`config.mk`:
```
export PLATFORM = sky130hd
export DESIGN_NAME = wb_master
export DESIGN_NICKNAME = d
export VERILOG_FILES = /design/src/rtl/wb_master.sv
export SDC_FILE = /design/constraint.sdc
export NUM_CORES = 1
export LEC_CHECK = 0
export CORE_ASPECT_RATIO = 1.4
export CORE_MARGIN = 1.5
export CORE_UTILIZATION = 40
export CTS_BUF_LIST = sky130_fd_sc_hd__clkbuf_2
export DETAILED_ROUTE_END_ITERATION = 8
export PLACE_DENSITY = 0.93
export SETUP_SLACK_MARGIN = 0.05
export SLEW_MARGIN = 20
export SYNTH_ARGS = -nofsm -noshare
export SYNTH_HDL_FRONTEND = slang
export SYNTH_SLANG_ARGS = --single-unit
```
`constraint.sdc`:
```
create_clock -name clk -period 2.3 [get_ports clk]
set_clock_uncertainty 0.2 [all_clocks]
set_input_delay 0.46 -clock clk [delete_from_list [all_inputs] [get_ports clk]]
set_output_delay 0.46 -clock clk [all_outputs]
set_load 0.01 [all_outputs]
```
`src/rtl/wb_master.sv`:
```
// wb_master: single-outstanding command-to-bus bridge.
// A user command is latched, presented on a simple strobe/ack bus, and
// completed with a one-cycle rsp_valid pulse carrying read data and an
// error flag.
// Optional feature: define WB_MASTER_TIMEOUT_EN to abort a transfer that
// has waited TIMEOUT_CYCLES bus cycles without an acknowledge.
//
// state | meaning
// ------+---------------------------------------------------------------
// IDLE  | cmd_ready high; waiting for cmd_valid
// BUS   | wb_strb high with the latched command; waiting for wb_ack
// RESP  | one-cycle rsp_valid pulse; always returns to IDLE
module wb_master #(
  parameter int TIMEOUT_CYCLES = 16
) (
  input  logic       clk,
  input  logic       rst,
  input  logic       cmd_valid,
  output logic       cmd_ready,
  input  logic       cmd_we,
  input  logic [7:0] cmd_addr,
  input  logic [7:0] cmd_wdata,
  output logic       rsp_valid,
  output logic [7:0] rsp_rdata,
  output logic       rsp_err,
  output logic       wb_strb,
  output logic       wb_we,
  output logic [7:0] wb_addr,
  output logic [7:0] wb_wdata,
  input  logic [7:0] wb_rdata,
  input  logic       wb_ack
);

  typedef enum logic [1:0] {
    IDLE = 2'd0,
    BUS  = 2'd1,
    RESP = 2'd2
  } state_t;

  state_t     state;
  state_t     state_nxt;
  logic       accept;
  logic       bus_done;
  logic       bus_abort;
  logic       we_q;
  logic [7:0] rdata_q;

  // Handshake decodes; everything visible is derived from the state register
  // so reset removes the strobe without waiting for a clock edge.
  assign cmd_ready = (state == IDLE);
  assign wb_strb   = (state == BUS);
  assign rsp_valid = (state == RESP);
  assign wb_we     = we_q & (state == BUS);
  assign rsp_rdata = rdata_q;
  assign accept    = (state == IDLE) & cmd_valid;

`ifdef WB_MASTER_TIMEOUT_EN
  localparam logic [7:0] TMO_LAST = 8'(TIMEOUT_CYCLES - 1);

  logic [7:0] tmo_cnt;
  logic       err_q;

  // Counts bus cycles spent without an acknowledge; restarts on every accept.
  always_ff @(posedge clk or posedge rst) begin
    if (rst) begin
      tmo_cnt <= 8'h00;
    end else if (accept) begin
      tmo_cnt <= 8'h00;
    end else if ((state == BUS) && !wb_ack) begin
      tmo_cnt <= tmo_cnt + 8'h01;
    end
  end

  // An acknowledge on the final allowed cycle still wins over the abort.
  assign bus_abort = (state == BUS) & ~wb_ack & (tmo_cnt == TMO_LAST);

  // Error flag is captured on every completion and held until the next one.
  always_ff @(posedge clk or posedge rst) begin
    if (rst) begin
      err_q <= 1'b0;
    end else if (bus_done || bus_abort) begin
      err_q <= bus_abort;
    end
  end

  assign rsp_err = err_q;
`else
  assign bus_abort = 1'b0;
  assign rsp_err   = 1'b0;
`endif

  assign bus_done = (state == BUS) & wb_ack;

  // State register.
  always_ff @(posedge clk or posedge rst) begin
    if (rst) begin
      state <= IDLE;
    end else begin
      state <= state_nxt;
    end
  end

  // Next-state decode; acks outside BUS have no effect.
  always_comb begin
    state_nxt = state;
    case (state)
      IDLE: begin
        if (cmd_valid) begin
          state_nxt = BUS;
        end
      end
      BUS: begin
        if (bus_done || bus_abort) begin
          state_nxt = RESP;
        end
      end
      RESP: begin
        state_nxt = IDLE;
      end
      default: begin
        state_nxt = IDLE;
      end
    endcase
  end

  // Command latch: bus address/data hold from accept until the next accept.
  always_ff @(posedge clk or posedge rst) begin
    if (rst) begin
      we_q     <= 1'b0;
      wb_addr  <= 8'h00;
      wb_wdata <= 8'h00;
    end else if (accept) begin
      we_q     <= cmd_we;
      wb_addr  <= cmd_addr;
      wb_wdata <= cmd_wdata;
    end
  end

  // Response data: read data on a normal read, zero for writes and aborts.
  always_ff @(posedge clk or posedge rst) begin
    if (rst) begin
      rdata_q <= 8'h00;
    end else if (bus_done) begin
      rdata_q <= we_q ? 8'h00 : wb_rdata;
    end else if (bus_abort) begin
      rdata_q <= 8'h00;
    end
  end

endmodule

```
==> flow_metrics.tcl, run 1 <==
set metrics [dict create \
    hold_violations 0 \
    final-setup-viol-count 0 \
    cp.required_ns 1.64 \
    gp_congestion 0.6651 \
    power.density_nw_per_um2 1152 \
    crit_arrival_ns 1.36 \
    p_leak_nw 0.7795 \
    num_rows 22 \
    worst-path-buf-inv 1 \
    syn-instance-count 73 \
    clkSinkCount 27 \
    final_cell_mix "clkdlybuf4s50_1 (52), mux2_2 (25), dfrtp_1 (24)" \
    hpwlAfterDp_um 1820 \
    critPathCaptureType "output port" \
    vias 812 \
    yosysWarnings 0 \
    p_int_mw 1.413 \
    yosysUniqueCellTypes 14 \
    totalWireLength_um 2337 \
    critPathMaxStageDelay_ns 0.47 \
    drc 0 \
    area_delta_synth_final_pct 59.57 \
    io_buffers 56 \
    dieArea_um2 3091 \
    synth_area_um2 1105 \
    core_area_um2 2615 \
    grt_use_total 0.1654 \
    clkLatencyLatePin_ns 0.33 \
    cts_max_path_buffers 2 \
    final_layout_size_suffix_gt1_frac 0.2815 \
    start_util 0.4225 \
    cts-root-buf "clkbuf_2" \
    period_share 0.8793 \
    yosysSeqAreaShare 0.6116 \
    clkPwrFrac 0.084 \
    min_period_ns 2.022 \
    path_max_fanout 4 \
    status "finished clean" \
    die_x_um 47.42 \
    sequentialPowerShare 0.408 \
    cts_tree "done" \
    switching_power_mw 0.6170 \
    rsz0062_at_grt "false" \
    path_clk_slew_ns 0.23 \
    slew_violations 0 \
    syn_nets 102 \
    worstHoldPathType "input port to async pin" \
    tns_ns 0 \
    crit_type "register to output port" \
    synth_seq_cells 27 \
    ant_nets 0 \
    ir_drop_uv 483.2 \
    cts_max_level 1 \
    slowest_stage "dfrtp_2" \
    startpoint_type "register" \
    setup_slack_ns 0.2777 \
    die_h_um 65.19 \
    p_sw_frac 0.3039 \
    grt.overflow.total 0 \
    drtPass1Iterations 3 \
    pin_count 58 \
    clock.fmax_mhz 494.5 \
    grt_start_max_net_pins 28 \
    via_per_inst 4.749 \
    diodes 0 \
    antenna_found_initial 0 \
    final_common_cell "clkdlybuf4s50_1" \
    first_iter_violations 17 \
    grt_pass1_wl_um 3712 \
    r2r_cells 5 \
    cp_top_family "flip-flops" \
    cap_violations 0 \
    synth.avg_cell_area_um2 15.13 \
    crit_chain "nor2b_1, and2_1, dlygate4sd2_1" \
    cts_made_buffers 3 \
    finalNetCount 165 \
    routedWlPerCell_um 13.67 \
    cp_num_cells 3 \
    pwr-share-comb 0.508 \
    place_ws_ns 0.2337 \
    grt_pass1_vias 870 \
]
timing repair:
item,in CTS,in global routing
endpoints found under the hold margin,0,0
endpoints found under the setup margin,3,3
buffers inserted,3,0
hold buffers,0,0
gates resized for setup,4,3
state kept, by name, indices dropped and copies added, names as in the netlist:
register   count
wb_wdata       8
wb_addr        8
rsp_rdata      8
we_q           1
state          2
final cells by class:
cell class	count	area, um^2
Clock buffer	4	20.02
Fill cell	185	852.1
Inverter	1	3.754
Multi-Input combinational cell	42	397.9
Sequential cell	27	679.4
Tap cell	36	45.04
Timing Repair Buffer	61	616.8
synthesized netlist by cell type:
cell / instances / share of area
dfrtp_1: 27 / 0.61
mux2_2: 25 / 0.25
nor2b_1: 9 / 0.051
nor2_1: 2 / 0.0068
a211oi_1: 1 / 0.0068
and2_1: 1 / 0.0057
and2b_1: 1 / 0.0068
and3b_1: 1 / 0.0079
buf_2: 1 / 0.0045
buf_4: 1 / 0.0068
buf_8: 1 / 0.014
conb_1: 1 / 0.0034
inv_1: 1 / 0.0034
nor3b_4: 1 / 0.017
final timing paths:
check	start	to	slack [ns]
hold / removal	rst	state[0]$_DFFE_PP0P_	0.26
min in group clk	wb_addr[1]$_DFFE_PP0P_	wb_addr[1]$_DFFE_PP0P_	0.34
setup / recovery	state[0]$_DFFE_PP0P_	wb_we	0.28
hold reg to reg	wb_addr[1]$_DFFE_PP0P_	wb_addr[1]$_DFFE_PP0P_	0.34
max in group asynchronous	rst	state[1]$_DFFE_PP0P_	1.37
setup reg to reg	state[0]$_DFFE_PP0P_	wb_wdata[4]$_DFFE_PP0P_	0.51
worst reg2reg max path, delay by kind of cell (launching register included):
| kind | cells | cell delay (ns) |
|---|---|---|
| buf+inv | 3 | 0.46 |
| simple gates | 1 | 0.22 |
| mux | 1 | 0.34 |
| flops | 1 | 0.47 |
stage by stage:
step                utilization  total power, mW  instances  hold slack [ns]  cell area (um^2)
finish                   0.6742            2.030        171           0.2556              1763
global route             0.6742            2.173        171           0.2763              1763
CTS                      0.6713            2.061        171           0.2481              1755
detailed placement       0.6541            1.864        164           0.2946              1710
global placement         0.6541            1.819        164           0.2900              1710
floorplan                     -            1.278         73           0.3127              1105
power by group through the flow:
stage	clock, mW	combinational (mW)	sequential, mW
after floorplan	0	0.351	0.927
after global placement	0	0.981	0.838
after detailed placement	0	1.01	0.856
after CTS	0.182	1.05	0.831
after global routing	0.203	1.11	0.858
final	0.171	1.03	0.827
metal layers:
layer	wire (um)	global-route usage	vias up
met5	0	0	-
met2	1233	0.2838	37
met4	34	0.07292	0
li1	-	-	372
met3	229	0.03571	4
met1	840	0.1854	399
kinds of logic (layout without fill, tap and decap cells):
kind of cell | Yosys count | in the layout | synth area share
flops | 27 | 27 | 0.6116
compound gates | 1 | 1 | 0.006798
mux | 25 | 25 | 0.2548
buf+inv | 4 | 66 | 0.02830
other cells | 1 | 1 | 0.003394
simple gates | 15 | 15 | 0.09514
Note: power is estimated with default switching activity, not from simulation.
==> run 2, diff against run 1 <==
--- a/config.mk
+++ b/config.mk
@@ -7,10 +7,10 @@
 export LEC_CHECK = 0
 export CORE_ASPECT_RATIO = 1.4
 export CORE_MARGIN = 1.5
-export CORE_UTILIZATION = 40
+export CORE_UTILIZATION = 43
 export CTS_BUF_LIST = sky130_fd_sc_hd__clkbuf_2
 export DETAILED_ROUTE_END_ITERATION = 8
-export PLACE_DENSITY = 0.93
+export PLACE_DENSITY_LB_ADDON = 0.25
 export SETUP_SLACK_MARGIN = 0.05
 export SLEW_MARGIN = 20
 export SYNTH_ARGS = -nofsm -noshare
==> constraint.sdc (replaced) <==
create_clock -name clk -period 2.4 [get_ports clk]
set_clock_uncertainty 0.2 [all_clocks]
set_input_delay 0.48 -clock clk [delete_from_list [all_inputs] [get_ports clk]]
set_output_delay 0.48 -clock clk [all_outputs]
set_load 0.01 [all_outputs]
==> run 2 against run 1 <==
First-iteration DRC count down 35%. Cell count down 1.8%. Sequential share of layout area up 0.53 points. Non-clock buffer count down 1. Total power down 5.9%. Clock power down 6%. Sequential power down 4.2%. Wire length down 8.2%. Global-route usage about the same. Critical endpoint is now rsp_valid. Largest power group unchanged.
==> flow_metrics.tcl, run 2 (synthesis gave the netlist of run 1 again) <==
set metrics [dict create \
    status "finished clean" \
    cap_violations 0 \
    die_x_um 45.84 \
    grt_start_max_net_pins 28 \
    routedWlPerCell_um 12.77 \
    min_period_ns 2.249 \
    gp_congestion 0.6559 \
    period_share 0.9372 \
    core_area_um2 2417 \
    n_fill_cell 203 \
    utilization 0.7195 \
    hold_violations 0 \
    clkSinkCount 27 \
    post_cts_hold_buffer_count 0 \
    dieArea_um2 2887 \
    io_buffers 56 \
    die_h_um 62.98 \
    ff_latch_area_um2 679.4 \
    grt.overflow.total 0 \
    drc 0 \
    cts_max_path_buffers 2 \
    clock.fmax_mhz 444.6 \
    power_mw 1.911 \
    cts-root-buf "clkbuf_2" \
    finalNetCount 164 \
    cp.required_ns 1.72 \
    crit_type "register to output port" \
    first_iter_violations 11 \
    final_cells 168 \
    grt_pass1_vias 820 \
    slew_violations 0 \
    worstHoldPathType "input port to async pin" \
    cts_made_buffers 3 \
    via_per_inst 4.655 \
    drtPass1Iterations 3 \
    cts_max_level 1 \
    p_leak_nw 0.7543 \
    grt_use_total 0.1658 \
    ant_nets 0 \
    hpwlAfterDp_um 1680 \
    final_cell_mix "clkdlybuf4s50_1 (54), mux2_2 (25), dfrtp_1 (24)" \
    grt_pass1_wl_um 3498 \
    final_common_cell "clkdlybuf4s50_1" \
    startpoint_type "register" \
    rsz0062_at_grt "false" \
    path_clk_slew_ns 0.21 \
    final_layout_size_suffix_gt1_frac 0.2761 \
    vias 782 \
    final-setup-viol-count 0 \
    place_inst 162 \
    cts_tree "done" \
    power.density_nw_per_um2 1099 \
    clkLatencyLatePin_ns 0.32 \
    num_rows 21 \
    ir_drop_uv 530.4 \
    pin_count 58 \
    multi_input_area_um2 397.9 \
    critPathCaptureType "output port" \
    start_util 0.4570 \
    totalWireLength_um 2145 \
    tns_ns 0 \
    area_delta_synth_final_pct 57.42 \
    path_max_fanout 5 \
    diodes 0 \
    antenna_found_initial 0 \
    crit_arrival_ns 1.57 \
]
run 2: repair_timing:
| action | in CTS | in global routing |
|---|---|---|
| buffers inserted | 2 | 0 |
| gates resized for setup | 2 | 3 |
| endpoints found under the setup margin | 1 | 2 |
| hold endpoints to repair | 0 | 0 |
run 2: through the flow:
step	instance area [um^2]	setup slack (ns)	hold WS [ns]
after global routing	1739	0.06274	0.2611
final	1739	0.1507	0.2712
after CTS	1733	0.06914	0.2536
after global placement	1695	0.3372	0.2890
after floorplan	1105	0.7530	0.3184
after detailed placement	1695	0.3004	0.2943
run 2: critical path, stage by stage, from the launching register on:
cell and delay [ns]:
dfrtp_2 0.46, buf_4 0.16, and2b_1 0.15, clkdlybuf4s50_1 0.48
run 2: layout make-up:
class,count,share of cell area
Timing Repair Buffer,60,0.3424
Tap cell,34,0.02446
Sequential cell,27,0.3906
Multi-Input combinational cell,42,0.2288
Inverter,1,0.002158
Clock buffer,4,0.01151
run 2: path summary, 6_finish.rpt:
| path | start | end | slack (ns) | cells past startpoint |
|---|---|---|---|---|
| max reg2reg | state[1]$_DFFE_PP0P_ | rsp_rdata[1]$_DFFE_PP0P_ | 0.67 | 3 |
| min in group clk | wb_wdata[2]$_DFFE_PP0P_ | wb_wdata[2]$_DFFE_PP0P_ | 0.34 | 1 |
| min | rst | wb_addr[2]$_DFFE_PP0P_ | 0.27 | 3 |
| min reg2reg | wb_wdata[2]$_DFFE_PP0P_ | wb_wdata[2]$_DFFE_PP0P_ | 0.34 | 1 |
| max in group asynchronous | rst | we_q$_DFFE_PP0P_ | 1.47 | 3 |
| max | state[1]$_DFFE_PP0P_ | rsp_valid | 0.15 | 3 |
run 2: per-layer routing:
metal | up-vias | part of all wire | GRT usage
li1 | 365 | - | -
met4 | 0 | 0.0089 | 0.07500
met2 | 36 | 0.51 | 0.2674
met1 | 379 | 0.40 | 0.1977
met3 | 2 | 0.081 | 0.04335
met5 | - | 0 | 0
run 2: power by group:
group,total (mW),switching [mW],internal (mW),leakage (nW)
clock network,0.160,0.115,0.0441,0.0166
logic,0.959,0.328,0.631,0.415
registers,0.792,0.126,0.666,0.323
==> run 3, diff against run 2 <==
--- a/config.mk
+++ b/config.mk
@@ -5,14 +5,18 @@
 export SDC_FILE = /design/constraint.sdc
 export NUM_CORES = 1
 export LEC_CHECK = 0
+export CELL_PAD_IN_SITES_DETAIL_PLACEMENT = 1
+export CELL_PAD_IN_SITES_GLOBAL_PLACEMENT = 2
 export CORE_ASPECT_RATIO = 1.4
 export CORE_MARGIN = 1.5
-export CORE_UTILIZATION = 43
+export CORE_UTILIZATION = 27
 export CTS_BUF_LIST = sky130_fd_sc_hd__clkbuf_2
 export DETAILED_ROUTE_END_ITERATION = 8
+export GPL_TIMING_DRIVEN = 0
 export PLACE_DENSITY_LB_ADDON = 0.25
 export SETUP_SLACK_MARGIN = 0.05
 export SLEW_MARGIN = 20
 export SYNTH_ARGS = -nofsm -noshare
 export SYNTH_HDL_FRONTEND = slang
 export SYNTH_SLANG_ARGS = --single-unit
+export TNS_END_PERCENT = 10
==> run 3 against run 2 <==
First-iteration DRC count is 36% lower. Highest routed layer unchanged. Combinational power is 3.1% higher. Cell count grew 6.0%. Non-clock buffer count rose by 1. Count of clock-buffer cells in the layout fell by 1. Largest power group unchanged.
==> flow_metrics.tcl, run 3 (synthesis gave the netlist of run 1 again) <==
set metrics [dict create \
    cap_violations 0 \
    cp.required_ns 1.72 \
    power.density_nw_per_um2 1106 \
    min_period_ns 2.260 \
    first_iter_violations 7 \
    period_share 0.9418 \
    diodes 0 \
    status "finished clean" \
    num_rows 27 \
    grt_use_total 0.1164 \
    design_area_um2 1763 \
    pin_count 58 \
    crit_start "state[0]$_DFFE_PP0P_" \
    gp_congestion 0.6946 \
    setup_slack_ns 0.1396 \
    vias 818 \
    slew_headroom 0.3661 \
    die_x_um 57.06 \
    area_delta_synth_final_pct 59.57 \
    worstHoldPathType "input port to async pin" \
    clkSinkCount 27 \
    startpoint_type "register" \
    cts_tree "done" \
    crit_arrival_ns 1.58 \
    ir_drop_uv 493.1 \
    routed.top_layer "met4" \
    drc 0 \
    reg2reg_from "state[0]$_DFFE_PP0P_" \
    place_ws_ns 0.09785 \
    grt.overflow.total 0 \
    routedWlPerCell_um 13.67 \
    tightest_slew_ns 0.9451 \
    clkLatencyLatePin_ns 0.34 \
    drtPass1Iterations 2 \
    cts_made_buffers 3 \
    core_area_um2 3919 \
    ant_nets 0 \
    grt_start_max_net_pins 28 \
    hold_violations 0 \
    totalWireLength_um 2433 \
    cts_max_level 1 \
    clock.fmax_mhz 442.4 \
    hpwlAfterDp_um 1855 \
    final-setup-viol-count 0 \
    antenna_found_initial 0 \
    via_per_inst 4.596 \
    critPathCaptureType "output port" \
    grt_pass1_vias 888 \
    crit_type "register to output port" \
    wl_met3_um 225 \
    final_cell_mix "clkdlybuf4s50_1 (55), mux2_2 (25), dfrtp_1 (24)" \
    final_layout_size_suffix_gt1_frac 0.2889 \
    grt_pass1_wl_um 4084 \
    wl_met1_um 878 \
    met2WireLength_um 1305 \
    rsz0062_at_grt "true" \
    tns_ns 0 \
    finalNetCount 165 \
    path_max_fanout 4 \
    dieArea_um2 4490 \
    cts-root-buf "clkbuf_2" \
    die_h_um 78.69 \
    slew_violations 0 \
    cts_max_path_buffers 2 \
    path_clk_slew_ns 0.24 \
    start_util 0.2819 \
    dpl-instance-area_um2 1719 \
    io_buffers 56 \
    final_common_cell "clkdlybuf4s50_1" \
    p_leak_nw 0.7438 \
]
run 3: area by class of cell:
type / count / area [um^2]
Tap cell: 43 / 53.80
Clock buffer: 3 / 15.01
Timing Repair Buffer: 58 / 578.1
Buffer: 3 / 27.53
Inverter: 1 / 3.754
Clock inverter: 1 / 5.005
Sequential cell: 27 / 679.4
Fill cell: 439 / 2156
Multi-Input combinational cell: 42 / 400.4
run 3: routing by layer:
metal | up-vias | global-route usage
li1 | 371 | -
met1 | 410 | 0.1375
met2 | 35 | 0.1954
met5 | - | 0
met4 | 0 | 0.04884
met3 | 2 | 0.03295
run 3: worst max-delay path: stages, from the launching register on:
cell and delay (ns):
dfrtp_2 0.48, nor2b_2 0.16, and2_1 0.14, clkdlybuf4s50_1 0.47
run 3: timing repair:
| action | in CTS | in global routing |
|---|---|---|
| resized for setup | 3 | 2 |
| endpoints found under the hold margin | 0 | 0 |
| endpoints found under the setup margin | 2 | 3 |
| hold buffers | 0 | 0 |
| buffers inserted | 2 | 0 |
run 3: path summary, 6_finish.rpt:
check / to / slack [ns] / cells after the start
max: wb_we / 0.14 / 3
min: wb_wdata[5]$_DFFE_PP0P_ / 0.29 / 2
max reg2reg: wb_addr[5]$_DFFE_PP0P_ / 0.52 / 4
min reg2reg: wb_addr[2]$_DFFE_PP0P_ / 0.34 / 1
max in group asynchronous: we_q$_DFFE_PP0P_ / 1.23 / 2
min in group clk: wb_addr[2]$_DFFE_PP0P_ / 0.34 / 1
run 3: power breakdown:
group	total (mW)	internal, mW	switching (mW)
clock network	0.165	0.0378	0.128
registers	0.795	0.666	0.129
logic	0.989	0.644	0.345
run 3: metrics by stage:
stage                     total power, mW  instances    util  hold WS [ns]
final                               1.949        178  0.4499        0.2920
after global routing                2.088        178  0.4499        0.3097
after CTS                           1.988        178  0.4486        0.3526
after detailed placement            1.793        172  0.4387        0.2983
after global placement              1.759        172  0.4387        0.2897
after floorplan                     1.225         73       -        0.3184
